==> config.mk <==
export PLATFORM = sky130hd
export DESIGN_NAME = rw_stream_bridge
export DESIGN_NICKNAME = d
export VERILOG_FILES = /design/src/rtl/rw_stream_bridge.sv
export SDC_FILE = /design/constraint.sdc
export NUM_CORES = 1
export LEC_CHECK = 0
export CELL_PAD_IN_SITES_DETAIL_PLACEMENT = 1
export CELL_PAD_IN_SITES_GLOBAL_PLACEMENT = 1
export CORE_MARGIN = 8
export CORE_UTILIZATION = 53
export DETAILED_ROUTE_END_ITERATION = 7
export PLACE_DENSITY = 0.87
export SLEW_MARGIN = 0
export SYNTH_ARGS = -nofsm -noshare
export SYNTH_HDL_FRONTEND = slang
export SYNTH_SLANG_ARGS = --single-unit
==> constraint.sdc <==
create_clock -name clk -period 7.7 [get_ports clk]
set_input_delay 2.31 -clock clk [delete_from_list [all_inputs] [get_ports clk]]
set_output_delay 2.31 -clock clk [all_outputs]
set_load 0.1 [all_outputs]
==> src/rtl/rw_stream_bridge.sv <==
// rtl/rw_stream_bridge.sv - host byte-stream bridge with input/output FIFOs for single-byte ReWire devices
module rw_stream_bridge #(
  parameter int          DEPTH     = 8,
  parameter logic [7:0]  IDLE_BYTE = 8'h00
) (
  input  logic        clk,
  input  logic        rst,
  input  logic        flush,
  input  logic        s_valid,
  output logic        s_ready,
  input  logic [7:0]  s_data,
  output logic [7:0]  dev_in,
  input  logic [7:0]  dev_out,
  output logic        dev_rst,
  output logic        m_valid,
  input  logic        m_ready,
  output logic [7:0]  m_data,
  output logic [15:0] step_count
);

  localparam int AW = $clog2(DEPTH);

  typedef enum logic [1:0] {
    ST_RESET  = 2'd0,
    ST_DEVRST = 2'd1,
    ST_RUN    = 2'd2
  } state_t;

  state_t state, state_next;
  logic   devrst_cnt, devrst_cnt_next;

  // Pointers carry one extra wrap bit so full and empty are distinguishable.
  logic [AW:0] in_wr, in_rd, out_wr, out_rd;
  logic [7:0]  in_mem  [DEPTH];
  logic [7:0]  out_mem [DEPTH];
  logic [15:0] step_cnt;

  logic in_empty, in_full, out_empty, out_full;
  logic run, flush_now, push_in, pop_out, step;

  assign in_empty  = (in_wr == in_rd);
  assign in_full   = (in_wr[AW-1:0] == in_rd[AW-1:0]) && (in_wr[AW] != in_rd[AW]);
  assign out_empty = (out_wr == out_rd);
  assign out_full  = (out_wr[AW-1:0] == out_rd[AW-1:0]) && (out_wr[AW] != out_rd[AW]);

  // Controller next-state and handshake/step decode.
  always_comb begin
    state_next      = state;
    devrst_cnt_next = devrst_cnt;
    run             = 1'b0;
    flush_now       = 1'b0;
    case (state)
      ST_RESET: begin
        state_next      = ST_DEVRST;
        devrst_cnt_next = 1'b0;
      end
      ST_DEVRST: begin
        if (devrst_cnt) begin
          state_next = ST_RUN;
        end else begin
          devrst_cnt_next = 1'b1;
        end
      end
      ST_RUN: begin
        run = 1'b1;
        if (flush) begin
          flush_now       = 1'b1;
          state_next      = ST_DEVRST;
          devrst_cnt_next = 1'b0;
        end
      end
      default: begin
        state_next = ST_RESET;
      end
    endcase
  end

  // A flush cycle discards any handshake and suppresses the step.
  assign s_ready = run && !in_full;
  assign m_valid = run && !out_empty;
  assign push_in = s_valid && s_ready && !flush_now;
  assign pop_out = m_valid && m_ready && !flush_now;
  assign step    = run && !flush_now && !in_empty && (!out_full || pop_out);

  assign dev_rst    = (state != ST_RUN);
  assign dev_in     = step ? in_mem[in_rd[AW-1:0]] : IDLE_BYTE;
  assign m_data     = out_empty ? 8'h00 : out_mem[out_rd[AW-1:0]];
  assign step_count = step_cnt;

  // Controller state register; rst wins over everything.
  always_ff @(posedge clk) begin
    if (rst) begin
      state      <= ST_RESET;
      devrst_cnt <= 1'b0;
    end else begin
      state      <= state_next;
      devrst_cnt <= devrst_cnt_next;
    end
  end

  // FIFO pointers; flush and rst both empty the FIFOs.
  always_ff @(posedge clk) begin
    if (rst || flush_now) begin
      in_wr  <= '0;
      in_rd  <= '0;
      out_wr <= '0;
      out_rd <= '0;
    end else begin
      if (push_in) in_wr  <= in_wr + (AW+1)'(1);
      if (step)    in_rd  <= in_rd + (AW+1)'(1);
      if (step)    out_wr <= out_wr + (AW+1)'(1);
      if (pop_out) out_rd <= out_rd + (AW+1)'(1);
    end
  end

  // FIFO storage; contents are only meaningful between the pointers.
  always_ff @(posedge clk) begin
    if (push_in) in_mem[in_wr[AW-1:0]]   <= s_data;
    if (step)    out_mem[out_wr[AW-1:0]] <= dev_out;
  end

  // Completed-step counter; survives flush, cleared only by rst.
  always_ff @(posedge clk) begin
    if (rst) begin
      step_cnt <= 16'h0000;
    end else if (step) begin
      step_cnt <= step_cnt + 16'h0001;
    end
  end

endmodule
==> Word-level counts from Yosys, hierarchy flattened <==
Memory sizes are Yosys's and may differ from the RTL's. A register that Yosys moved wholly into a read port is not among the register bits.
Cells that the tools add are included.
{ "totals": {"reg_bits": 35, "out_inout_bits": 35, "mem_bits_rw": 128, "n_memories": 2, "input_bits": 21, "word_cells": 65} }
{ "op_classes": {"mux": 18, "eq_ne": 11, "reduce_logical": 22, "addsub": 5} }
{ "mem_list": {"columns": ["memory", "words", "word_bits", "read_ports", "rd_clocked_by_memory_dff", "write_ports", "line_no", "rtl"], "rows": [
  ["in_mem", 8, 8, 1, 1, 1, "34", "logic [7:0] in_mem [DEPTH];"],
  ["out_mem", 8, 8, 1, 1, 1, "35", "logic [7:0] out_mem [DEPTH];"]
]} }
{ "ops": {"columns": ["op", "n"], "rows": [
  ["$add A16 B1 Y16 const B", 1],
  ["$add A4 B1 Y4 const B", 4],
  ["$mux W8", 2],
  ["$mux W3", 4],
  ["$logic_and A1 B1 Y1", 11],
  ["$eq A4 B4 Y1", 2],
  ["$mux W1", 8],
  ["$eq A3 B3 Y1", 2],
  ["$ne A2 B2 Y1 const B", 3],
  ["$pmux W2 S3", 1],
  ["$logic_not A1 Y1", 5],
  ["$mux W2", 2],
  ["$reduce_and A2 Y1", 2],
  ["$pmux W1 S3", 1],
  ["$reduce_bool A3 Y1", 1],
  ["$eq A2 B1 Y1 const B", 1],
  ["$eq A2 B2 Y1 const B", 1],
  ["$logic_not A2 Y1", 1],
  ["$logic_or A1 B1 Y1", 2],
  ["$ne A1 B1 Y1", 2]
]} }

==> Longest topological paths before layout <==
Gate-level depths: netlist of the first run.
{ "depth": {"depth_word": 9, "ltp_mapped": 8, "depth_no_buf": 5} }

==> Least setup slack after synthesis of the first run <==
Ideal clock, no wire load.
{ "synth_timing": {"kind": "input to output", "start": "input flush", "end": "output dev_in[0]", "slack_ns": 1.010, "required_ns": 5.390, "path_buffers": 2, "arrival_time_ns": 4.380, "stages": 5, "cell_sequence": "nor3b_4 -> o211ai_4 -> buf_6 -> buf_2 -> nor2_1"} }
{ "synth_between": {"elab_chain_len": 7, "elab_cells_between_ends": 9, "cone_classes": "3 x mux; 6 x reduce/logical"} }
{ "synth_lines": {"columns": ["element", "line_no", "rtl"], "rows": [
  ["from (decl)", "8", "input logic flush,"],
  ["$mux W1 (*)", "66", "if (flush) begin"],
  ["$mux W1 (*)", "52", "case (state)"],
  ["$logic_not A1 Y1 (*)", "82, 83", null],
  ["$logic_and A1 B1 Y1, on equally long branches", "83, 82", null],
  ["$logic_and A1 B1 Y1 or $logic_or A1 B1 Y1 (tied branches)", "83", "assign step = run && !flush_now && !in_empty && (!out_full || pop_out);"],
  ["$logic_and A1 B1 Y1 (*)", "83", null],
  ["$mux W8 (*)", "86", "assign dev_in = step ? in_mem[in_rd[AW-1:0]] : IDLE_BYTE;"],
  ["to (decl)", "12", "output logic [7:0] dev_in,"]
]} }
Mark *: on every way between the ends. The rest lies on a longest branch, timed or not.

==> Worst setup path after layout of the first run <==
{ "layout_timing": {"start": "input flush", "end": "output dev_in[1]"} }
Same word-level chain as after synthesis.

==> impl_metrics.csv, run 1 <==
group,metric,value,unit
clock_tree,post_cts_resized,0,
floorplanning,die_area,16900,sq um
clock_tree,clk_pin_slew,0.06,ns
clock_tree,ctsHoldBuffers,0,
logic_synthesis,synth_area_leader_cell,"edfxtp_1",
sta,setup_viol,0,
logic_synthesis,synth_cell_types,49,
floorplanning,ioPinCount,56,
placement,io_buffers,55,
global_routing,grt_max_degree,27,
global_routing,grt_usage,0.198,
sta,max-slew-margin-rel,0.265,
logic_synthesis,synth_nets,462,
route,wl,15.5,mm
placement,dp_hpwl,9.75,mm
logic_synthesis,syn-mean-instance-area,15.8,sq um
logic_synthesis,ys_async_sr_fraction,0,
sta,fmax,159,MHz
sta,rsz0062_at_grt,"false",
hold_path,min_from,"step_count[4]",
global_routing,grt_pass1_vias,4445,
final_layout,antenna_cells,0,
logic_synthesis,syn_area,6900,sq um
route,ant_nets,0,
route,vias,4008,
logic_synthesis,synthTopCellsByArea,"edfxtp_1, dfxtp_1, mux4_2",
global_routing,grt-ovfl-total,0,
global_routing,grt_first_pass_wirelength,24.6,mm
sta,period_needed,6.30,ns
logic_synthesis,seq_area_frac_synth,0.676,
worst_setup_path,crit_required,5.39,ns
worst_setup_path,crit_chain,"clkdlybuf4s50_1, nor3b_4, o211ai_4, nor2_1, buf_4",
logic_synthesis,yosysMostFrequentCell,"edfxtp_1",
worst_setup_path,setup.worst_path.end_class,"output port",
logic_synthesis,yosysTopAreaCellShare,0.557,
clock_tree,ctsLongestPathBuffers,2,
worst_setup_path,max_stage_delay,0.49,ns
worst_setup_path,crit_fanout,9,
worst_setup_path,crit_slowest_cell,"clkdlybuf4s50_1",
clock_tree,cts.sinks,169,
placement,postPlaceCellArea,7590,sq um
final_layout,fin_area,8210,sq um
sta,slew_viol_final,0,
final_layout,drive_above_1_share,0.203,
clock_tree,htreeDepth,4,
logic_synthesis,synth-seq-cells,169,
route,dr.pass1.iters,4,
pwr,max-vdd-ir-drop,178,uV
logic_synthesis,synth-main-ff-cell,"edfxtp_1",
sta,finalHoldViolCount,0,
worst_setup_path,r2r_start,"out_wr[2]",
worst_setup_path,crit_path_start,"flush",
floorplanning,start_util,0.544,
final_layout,nets,521,
logic_synthesis,yosys-top-cells-count,"edfxtp_1, nor2_1, dfxtp_1",
floorplanning,row_count,41,
worst_setup_path,r2r_setup_slack,4.85,ns
hold_path,hold_class,"reg -> reg",
global_routing,antenna_found_initial,0,
placement,gp_congestion,0.775,
sta,finClkSkew,0.00752,ns
clock_tree,cts_buffers,17,
clock_tree,clock-root-buffer,"clkbuf_16",
worst_setup_path,critPathKind,"in -> out",
clock_tree,cts_tree,"yes",
final_layout,n_fill_cell,1170,
worst_setup_path,critPathBufInv,2,
clock_tree,clk_latency,0.43,ns
floorplanning,die_w,130,microns
sta,setup_ws,1.40,ns
pwr,powerDensity,230,nW/um^2
clock_tree,post_cts_buffers,0,
route,drc_errors,0,
worst_setup_path,crit_arrival,3.99,ns
worst_setup_path,startpoint_type,"primary input",
sta,tns,0,ns
logic_synthesis,synth_cells,436,
pwr,power.leakage,2.56,nW
floorplanning,die_h,130,microns
route,drtIter0Drc,283,
final_layout,area_growth,19.0,%
placement,pre_cts_slack,1.42,ns
flow_run,max_cap_violations,0,
floorplanning,core_region_area,12700,sq um
logic_synthesis,synth_edf_count,128,
sta,worst_pin_slew,1.10,ns
worst_setup_path,critPathTopFamily,"buffers and inverters",
route,wl_per_cell,22.8,microns
sta,period_share,0.818,
logic_synthesis,yosys_warnings,0,
route,vias_per_cell,5.89,
outcome,status,"finished clean",
-- power breakdown --
group	internal [W]	switching, W	total, W
registers	0.000980	0.00000154	0.000981
logic	0.0000115	0.0000179	0.0000294
clock network	0.000541	0.000337	0.000878
total	0.00153	0.000356	0.00189
-- metal layers --
layer,wire [microns],GRT usage,vias to the layer above,share of wire
li1,-,-,1794,-
met1,6470,0.236,2093,0.42
met2,8060,0.341,101,0.52
met3,747,0.0441,20,0.048
met4,251,0.0840,0,0.016
met5,0,0,-,0
-- stage by stage --
stage	cells	util	hold slack [ns]	total power [W]
after global placement	648	0.599	0.470	0.00103
after CTS	680	0.648	0.501	0.00190
after global routing	680	0.648	0.522	0.00193
after floorplan	436	-	0.459	0.00101
final	680	0.648	0.500	0.00189
after detailed placement	648	0.599	0.486	0.00103
-- cell type report --
type	count	area, sq um	share of cell area
clock inverter	12	175	0.0213
clock buffer	20	437	0.0532
timing repair buffer	64	598	0.0729
multi-input combinational	235	2090	0.254
sequential	169	4660	0.568
tap	172	215	0.0262
inverter	8	30.0	0.00366
-- final timing paths --
check             endpoint  cells past startpoint
min reg2reg  step_count[4]                      2
min          step_count[4]                      2
max              dev_in[1]                      5
max reg2reg  out_mem[3][2]                      5
-- worst reg2reg max path, delay by kind of cell (launching register included) --
| family | cells | cell delay (ns) |
|---|---|---|
| and+or+nand+nor | 3 | 1.16 |
| DFF | 1 | 0.55 |
| AOI/OAI and AO/OA | 1 | 0.48 |
| xor gates and xnor gates | 1 | 0.29 |
-- sequential cells by signal (all words and copies together), names as in the netlist, named ones only --
register    count
devrst_cnt      1
in_mem         64
in_rd           4
in_wr           4
out_mem        64
out_rd          4
out_wr          4
state           2
step_count     16
-- cells by family after synthesis --
group | after synthesis | synth area share
flops | 169 | 0.676
simple gates | 117 | 0.0884
mux | 51 | 0.132
compound gates | 46 | 0.0501
buf+inv | 32 | 0.0236
xor+xnor | 16 | 0.0203
fa+ha+maj | 5 | 0.00907
-- placed cells by master, fill, tap and decap left out, drive strengths merged, types with 2 or more instances in the layout --
cell type	instances
nor3b	5
and3	2
nand4	4
dfxtp	41
ha	5
mux4	32
clkbuf	20
o41ai	2
xnor2	8
nand3	14
clkinvlp	5
clkinv	3
nor4	3
nand2b	4
edfxtp	128
nor3	6
buf	17
nor2	42
nand2	15
a21o	2
mux2i	18
or3	10
or4	4
xor2	8
inv	8
o21ai	9
o31ai	4
or2	2
bufinv	4
clkdlybuf4s50	47
a21oi	23
Power figures use the tool's default switching activity.
==> run 2, diff against run 1 <==
--- a/config.mk
+++ b/config.mk
@@ -8,9 +8,9 @@
 export CELL_PAD_IN_SITES_DETAIL_PLACEMENT = 1
 export CELL_PAD_IN_SITES_GLOBAL_PLACEMENT = 1
 export CORE_MARGIN = 8
-export CORE_UTILIZATION = 53
+export CORE_UTILIZATION = 49
 export DETAILED_ROUTE_END_ITERATION = 7
-export PLACE_DENSITY = 0.87
+export PLACE_DENSITY = 0.81
 export SLEW_MARGIN = 0
 export SYNTH_ARGS = -nofsm -noshare
 export SYNTH_HDL_FRONTEND = slang
==> constraint.sdc (replaced) <==
create_clock -name clk -period 6.6 [get_ports clk]
set_input_delay 1.98 -clock clk [delete_from_list [all_inputs] [get_ports clk]]
set_output_delay 1.98 -clock clk [all_outputs]
set_load 0.1 [all_outputs]
==> impl_metrics.csv, run 2 (synthesis results as in run 1) <==
group,metric,value,unit
floorplanning,die_area,18100,sq um
final_layout,drive_above_1_share,0.207,
final_layout,nets,521,
route,ant_nets,0,
hold_path,holdPathEnd,"step_count[4]",
floorplanning,die_h,135,microns
worst_setup_path,critPathKind,"in -> out",
worst_setup_path,ff2ff_path_depth,5,
sta,rsz0062_at_grt,"false",
placement,place_inst,656,
hold_path,min_from,"step_count[4]",
final_layout,area_growth,20.7,%
hold_path,hold_class,"reg -> reg",
worst_setup_path,crit_arrival,3.62,ns
sta,setup_viol,0,
outcome,status,"finished clean",
pwr,powerDensity,267,nW/um^2
floorplanning,ioPinCount,56,
placement,io_buffers,55,
sta,finClkSkew,0.00825,ns
route,drc_errors,0,
placement,dp_hpwl,9.65,mm
sta,max-slew-margin-rel,0.248,
clock_tree,clk_latency,0.43,ns
worst_setup_path,crit_fanout,9,
sta,hold_slack,0.496,ns
placement,pre_cts_slack,0.983,ns
final_layout,layout_commonest_cell,"edfxtp_1",
route,dr.pass1.iters,4,
final_layout,layout_common_cells,"edfxtp_1, clkdlybuf4s50_1, nor2_1",
final_layout,antenna_cells,0,
placement,gp_congestion,0.742,
global_routing,grt_usage,0.179,
pwr,power.leakage,2.61,nW
global_routing,grt-ovfl-total,0,
worst_setup_path,setup.worst_path.end_class,"output port",
clock_tree,ctsHoldBuffers,0,
clock_tree,clk_pin_slew,0.06,ns
final_layout,utilization,0.602,
sta,tns,0,ns
worst_setup_path,crit_required,4.62,ns
floorplanning,row_count,43,
pwr,max-vdd-ir-drop,185,uV
worst_setup_path,r2r_start,"out_wr[1]",
clock_tree,htreeDepth,4,
clock_tree,post_cts_buffers,0,
sta,worst_pin_slew,1.13,ns
sta,period_share,0.849,
route,vias_per_cell,5.82,
sta,setup_ws,0.996,ns
flow_run,max_cap_violations,0,
route,drtIter0Drc,236,
sta,slew_viol_final,0,
route,wl,15.1,mm
global_routing,grt_first_pass_wirelength,24.5,mm
floorplanning,start_util,0.499,
hold_path,hold_path_depth,2,
clock_tree,cts.sinks,169,
worst_setup_path,r2r_end,"out_mem[3][0]",
clock_tree,ctsLongestPathBuffers,2,
route,wl_per_cell,22.0,microns
sta,finalHoldViolCount,0,
floorplanning,core_region_area,13800,sq um
sta,fmax,178,MHz
global_routing,antenna_found_initial,0,
worst_setup_path,r2r_setup_slack,3.61,ns
clock_tree,clock-root-buffer,"clkbuf_16",
clock_tree,cts_tree,"yes",
sta,period_needed,5.60,ns
worst_setup_path,startpoint_type,"primary input",
clock_tree,cts_buffers,17,
global_routing,grt_max_degree,27,
floorplanning,die_w,135,microns
clock_tree,post_cts_resized,0,
final_layout,layout.cells.non_filler,688,
global_routing,grt_pass1_vias,4405,
route,vias,4001,
## run 2: stage by stage
stage,cell area [sq um],total power [W]
final,8330,0.00222
after global routing,8330,0.00228
after CTS,8330,0.00225
after detailed placement,7700,0.00120
after global placement,7700,0.00120
after floorplan,6900,0.00118
## run 2: routing by layer
metal | routed length [microns] | vias up | GRT usage | part of all wire
li1 | - | 1806 | - | -
met2 | 7530 | 93 | 0.292 | 0.50
met1 | 6670 | 2079 | 0.220 | 0.44
met5 | 0 | - | 0 | 0
met4 | 300 | 0 | 0.0742 | 0.020
met3 | 626 | 23 | 0.0483 | 0.041
## run 2: cell type report
type	instances	area, sq um
Clock inverter	13	190
Fill cell	1255	5500
Tap cell	180	225
Timing Repair Buffer	64	698
Inverter	8	30.0
Sequential cell	169	4660
Clock buffer	19	433
Multi-Input combinational cell	235	2090
## run 2: worst max path at each step
| stage | from | to | slack (ns) | cells after the start |
|---|---|---|---|---|
| floorplan | flush | dev_in[0] | 0.57 | 5 |
| global route | flush | dev_in[0] | 0.89 | 5 |
| finish | flush | dev_in[2] | 1.0 | 5 |
| detailed placement | flush | dev_in[2] | 0.98 | 5 |
| CTS | flush | dev_in[2] | 1.01 | 5 |
| global placement | flush | dev_in[0] | 1.05 | 5 |
## run 2: worst max-delay path, stage by stage
cell,delay (ns)
clkdlybuf4s50_1,0.49
nor3b_4,0.42
o211ai_4,0.24
nor2_1,0.27
buf_12,0.21
## run 2: power by group
group | total (W) | internal (W) | leakage, nW | switching (W)
Clock | 0.00105 | 0.000638 | 0.303 | 0.000408
Sequential | 0.00114 | 0.00114 | 1.48 | 0.00000188
Combinational | 0.0000346 | 0.0000135 | 0.825 | 0.0000212
Total | 0.00222 | 0.00179 | 2.61 | 0.000431
==> run 3, diff against run 2 <==
--- a/config.mk
+++ b/config.mk
@@ -8,9 +8,9 @@
 export CELL_PAD_IN_SITES_DETAIL_PLACEMENT = 1
 export CELL_PAD_IN_SITES_GLOBAL_PLACEMENT = 1
 export CORE_MARGIN = 8
-export CORE_UTILIZATION = 49
+export CORE_UTILIZATION = 44
 export DETAILED_ROUTE_END_ITERATION = 7
-export PLACE_DENSITY = 0.81
+export PLACE_DENSITY = 0.77
 export SLEW_MARGIN = 0
 export SYNTH_ARGS = -nofsm -noshare
 export SYNTH_HDL_FRONTEND = slang
==> constraint.sdc (replaced) <==
create_clock -name clk -period 4.7 [get_ports clk]
set_input_delay 1.41 -clock clk [delete_from_list [all_inputs] [get_ports clk]]
set_output_delay 1.41 -clock clk [all_outputs]
set_load 0.1 [all_outputs]
==> impl_metrics.csv, run 3 (synthesis results as in run 1) <==
group,metric,value,unit
sta,fmax,234,MHz
global_routing,antenna_found_initial,0,
clock_tree,clk_latency,0.44,ns
sta,finalHoldViolCount,0,
worst_setup_path,startpoint_type,"primary input",
floorplanning,die_area,19900,sq um
route,vias,3961,
floorplanning,start_util,0.452,
final_layout,area_growth,21.7,%
final_layout,layout_common_cells,"edfxtp_1, nor2_1, dfxtp_1",
pwr,max-vdd-ir-drop,283,uV
worst_setup_path,critPathKind,"in -> out",
clock_tree,cts_tree,"yes",
global_routing,grt_first_pass_wirelength,23.8,mm
final_layout,antenna_cells,0,
clock_tree,htreeDepth,4,
pwr,p_sw,0.000612,W
final_layout,fin_area,8390,sq um
global_routing,grt-ovfl-total,0,
sta,max-slew-margin-rel,0.344,
sta,finClkSkew,0.0105,ns
pwr,powerDensity,366,nW/um^2
route,vias_per_cell,5.43,
final_layout,drive_above_1_share,0.237,
clock_tree,clock-root-buffer,"clkbuf_16",
worst_setup_path,critPathBufInv,2,
clock_tree,cts_buffers,17,
clock_tree,ctsLongestPathBuffers,2,
route,ant_nets,0,
worst_setup_path,crit_slowest_cell,"clkdlybuf4s50_1",
pwr,power_frac_clock,0.462,
route,wl_per_cell,20.3,microns
route,wl,14.8,mm
floorplanning,die_w,141,microns
floorplanning,die_h,141,microns
sta,period_needed,4.28,ns
final_layout,layout_commonest_cell,"edfxtp_1",
pwr,seqPwrFrac,0.523,
flow_run,max_cap_violations,0,
worst_setup_path,max_stage_delay,0.50,ns
worst_setup_path,critPathTopFamily,"buffers and inverters",
placement,place_inst,698,
pwr,power.leakage,2.66,nW
floorplanning,core_region_area,15300,sq um
final_layout,layout.cells.non_filler,730,
worst_setup_path,crit_required,3.29,ns
sta,rsz0062_at_grt,"false",
placement,postPlaceCellArea,7790,sq um
clock_tree,clk_pin_slew,0.06,ns
pwr,power_frac_comb,0.016,
final_layout,nets,532,
sta,setup_viol,0,
floorplanning,row_count,45,
clock_tree,post_cts_resized,0,
route,drc_errors,0,
sta,slew_viol_final,0,
outcome,status,"finished clean",
worst_setup_path,crit_chain,"clkdlybuf4s50_1, nor3b_4, o211ai_4, nor2_1, buf_12",
route,drtIter0Drc,216,
sta,period_share,0.911,
hold_path,hold_class,"reg -> reg",
global_routing,grt_pass1_vias,4337,
global_routing,grt_max_degree,27,
worst_setup_path,crit_fanout,9,
worst_setup_path,crit_arrival,2.87,ns
placement,io_buffers,55,
placement,gp_congestion,0.758,
final_layout,utilization,0.550,
pwr,intPower,0.00246,W
global_routing,grt_usage,0.159,
placement,dp_hpwl,9.85,mm
floorplanning,ioPinCount,56,
clock_tree,cts.sinks,169,
clock_tree,ctsHoldBuffers,0,
pwr,switching_share,0.199,
sta,worst_pin_slew,0.980,ns
clock_tree,post_cts_buffers,0,
route,dr.pass1.iters,4,
sta,hold_slack,0.494,ns
worst_setup_path,setup.worst_path.end_class,"output port",
==> run 3: cell count changes in the layout (fill, tap and decap cells not counted) <==
cell / delta
buf_4: +21
clkdlybuf4s50_1: -10
clkinv_1: +2
clkinv_2: -2
clkinvlp_4: +2
bufinv_16: -1
clkbuf_1: -1
clkinv_4: +1
inv_6: -1
nor3_1: +1
nor3_2: -1
nor3b_1: +1
nor3b_2: -1
==> run 3: metrics by stage <==
step / power, W / TNS, ns / setup slack [ns]
after CTS: 0.00310 / 0 / 0.410
after floorplan: 0.00165 / -1.52 / -0.190
after global routing: 0.00316 / 0 / 0.350
after global placement: 0.00168 / 0 / 0.483
after detailed placement: 0.00169 / 0 / 0.390
final: 0.00307 / 0 / 0.420
==> run 3: layer usage <==
| layer | wire length (microns) | track usage | share of wire |
|---|---|---|---|
| met5 | 0 | 0 | 0 |
| met4 | 251 | 0.0656 | 0.017 |
| met3 | 677 | 0.0446 | 0.046 |
| met2 | 7260 | 0.261 | 0.49 |
| met1 | 6620 | 0.194 | 0.45 |
==> run 3: final timing paths <==
| check | startpoint | to | slack, ns | cells past startpoint |
|---|---|---|---|---|
| max reg2reg | out_wr[1] | out_mem[7][5] | 2.17 | 6 |
| min reg2reg | step_count[4] | step_count[4] | 0.49 | 2 |
| min | step_count[4] | step_count[4] | 0.49 | 2 |
| max | flush | dev_in[2] | 0.42 | 5 |
==> run 3: layout make-up <==
type | instances | area [sq um]
fillers | 1427 | 6870
clock inverters | 14 | 173
repair buffers | 75 | 756
flip-flops and latches | 169 | 4660
well taps | 211 | 264
inverters | 8 | 30.0
clock buffers | 18 | 429
multi-input cells | 235 | 2080
==> run 3: worst register-to-register path: cells and delay by family, from the launching register on <==
family | cells | cell delay (ns)
xor gates and xnor gates | 1 | 0.18
AOI/OAI and AO/OA | 1 | 0.41
buffers and inverters | 2 | 0.59
and+or+nand+nor | 2 | 0.57
DFF | 1 | 0.54
==> run 3: power by group through the flow <==
| stage | Sequential, W | Combinational (W) | Clock, W |
|---|---|---|---|
| after floorplan | 0.00164 | 0.0000139 | 0 |
| after global placement | 0.00164 | 0.0000453 | 0 |
| after detailed placement | 0.00164 | 0.0000484 | 0 |
| after CTS | 0.00161 | 0.0000484 | 0.00144 |
| after global routing | 0.00161 | 0.0000519 | 0.00150 |
| final | 0.00161 | 0.0000480 | 0.00142 |
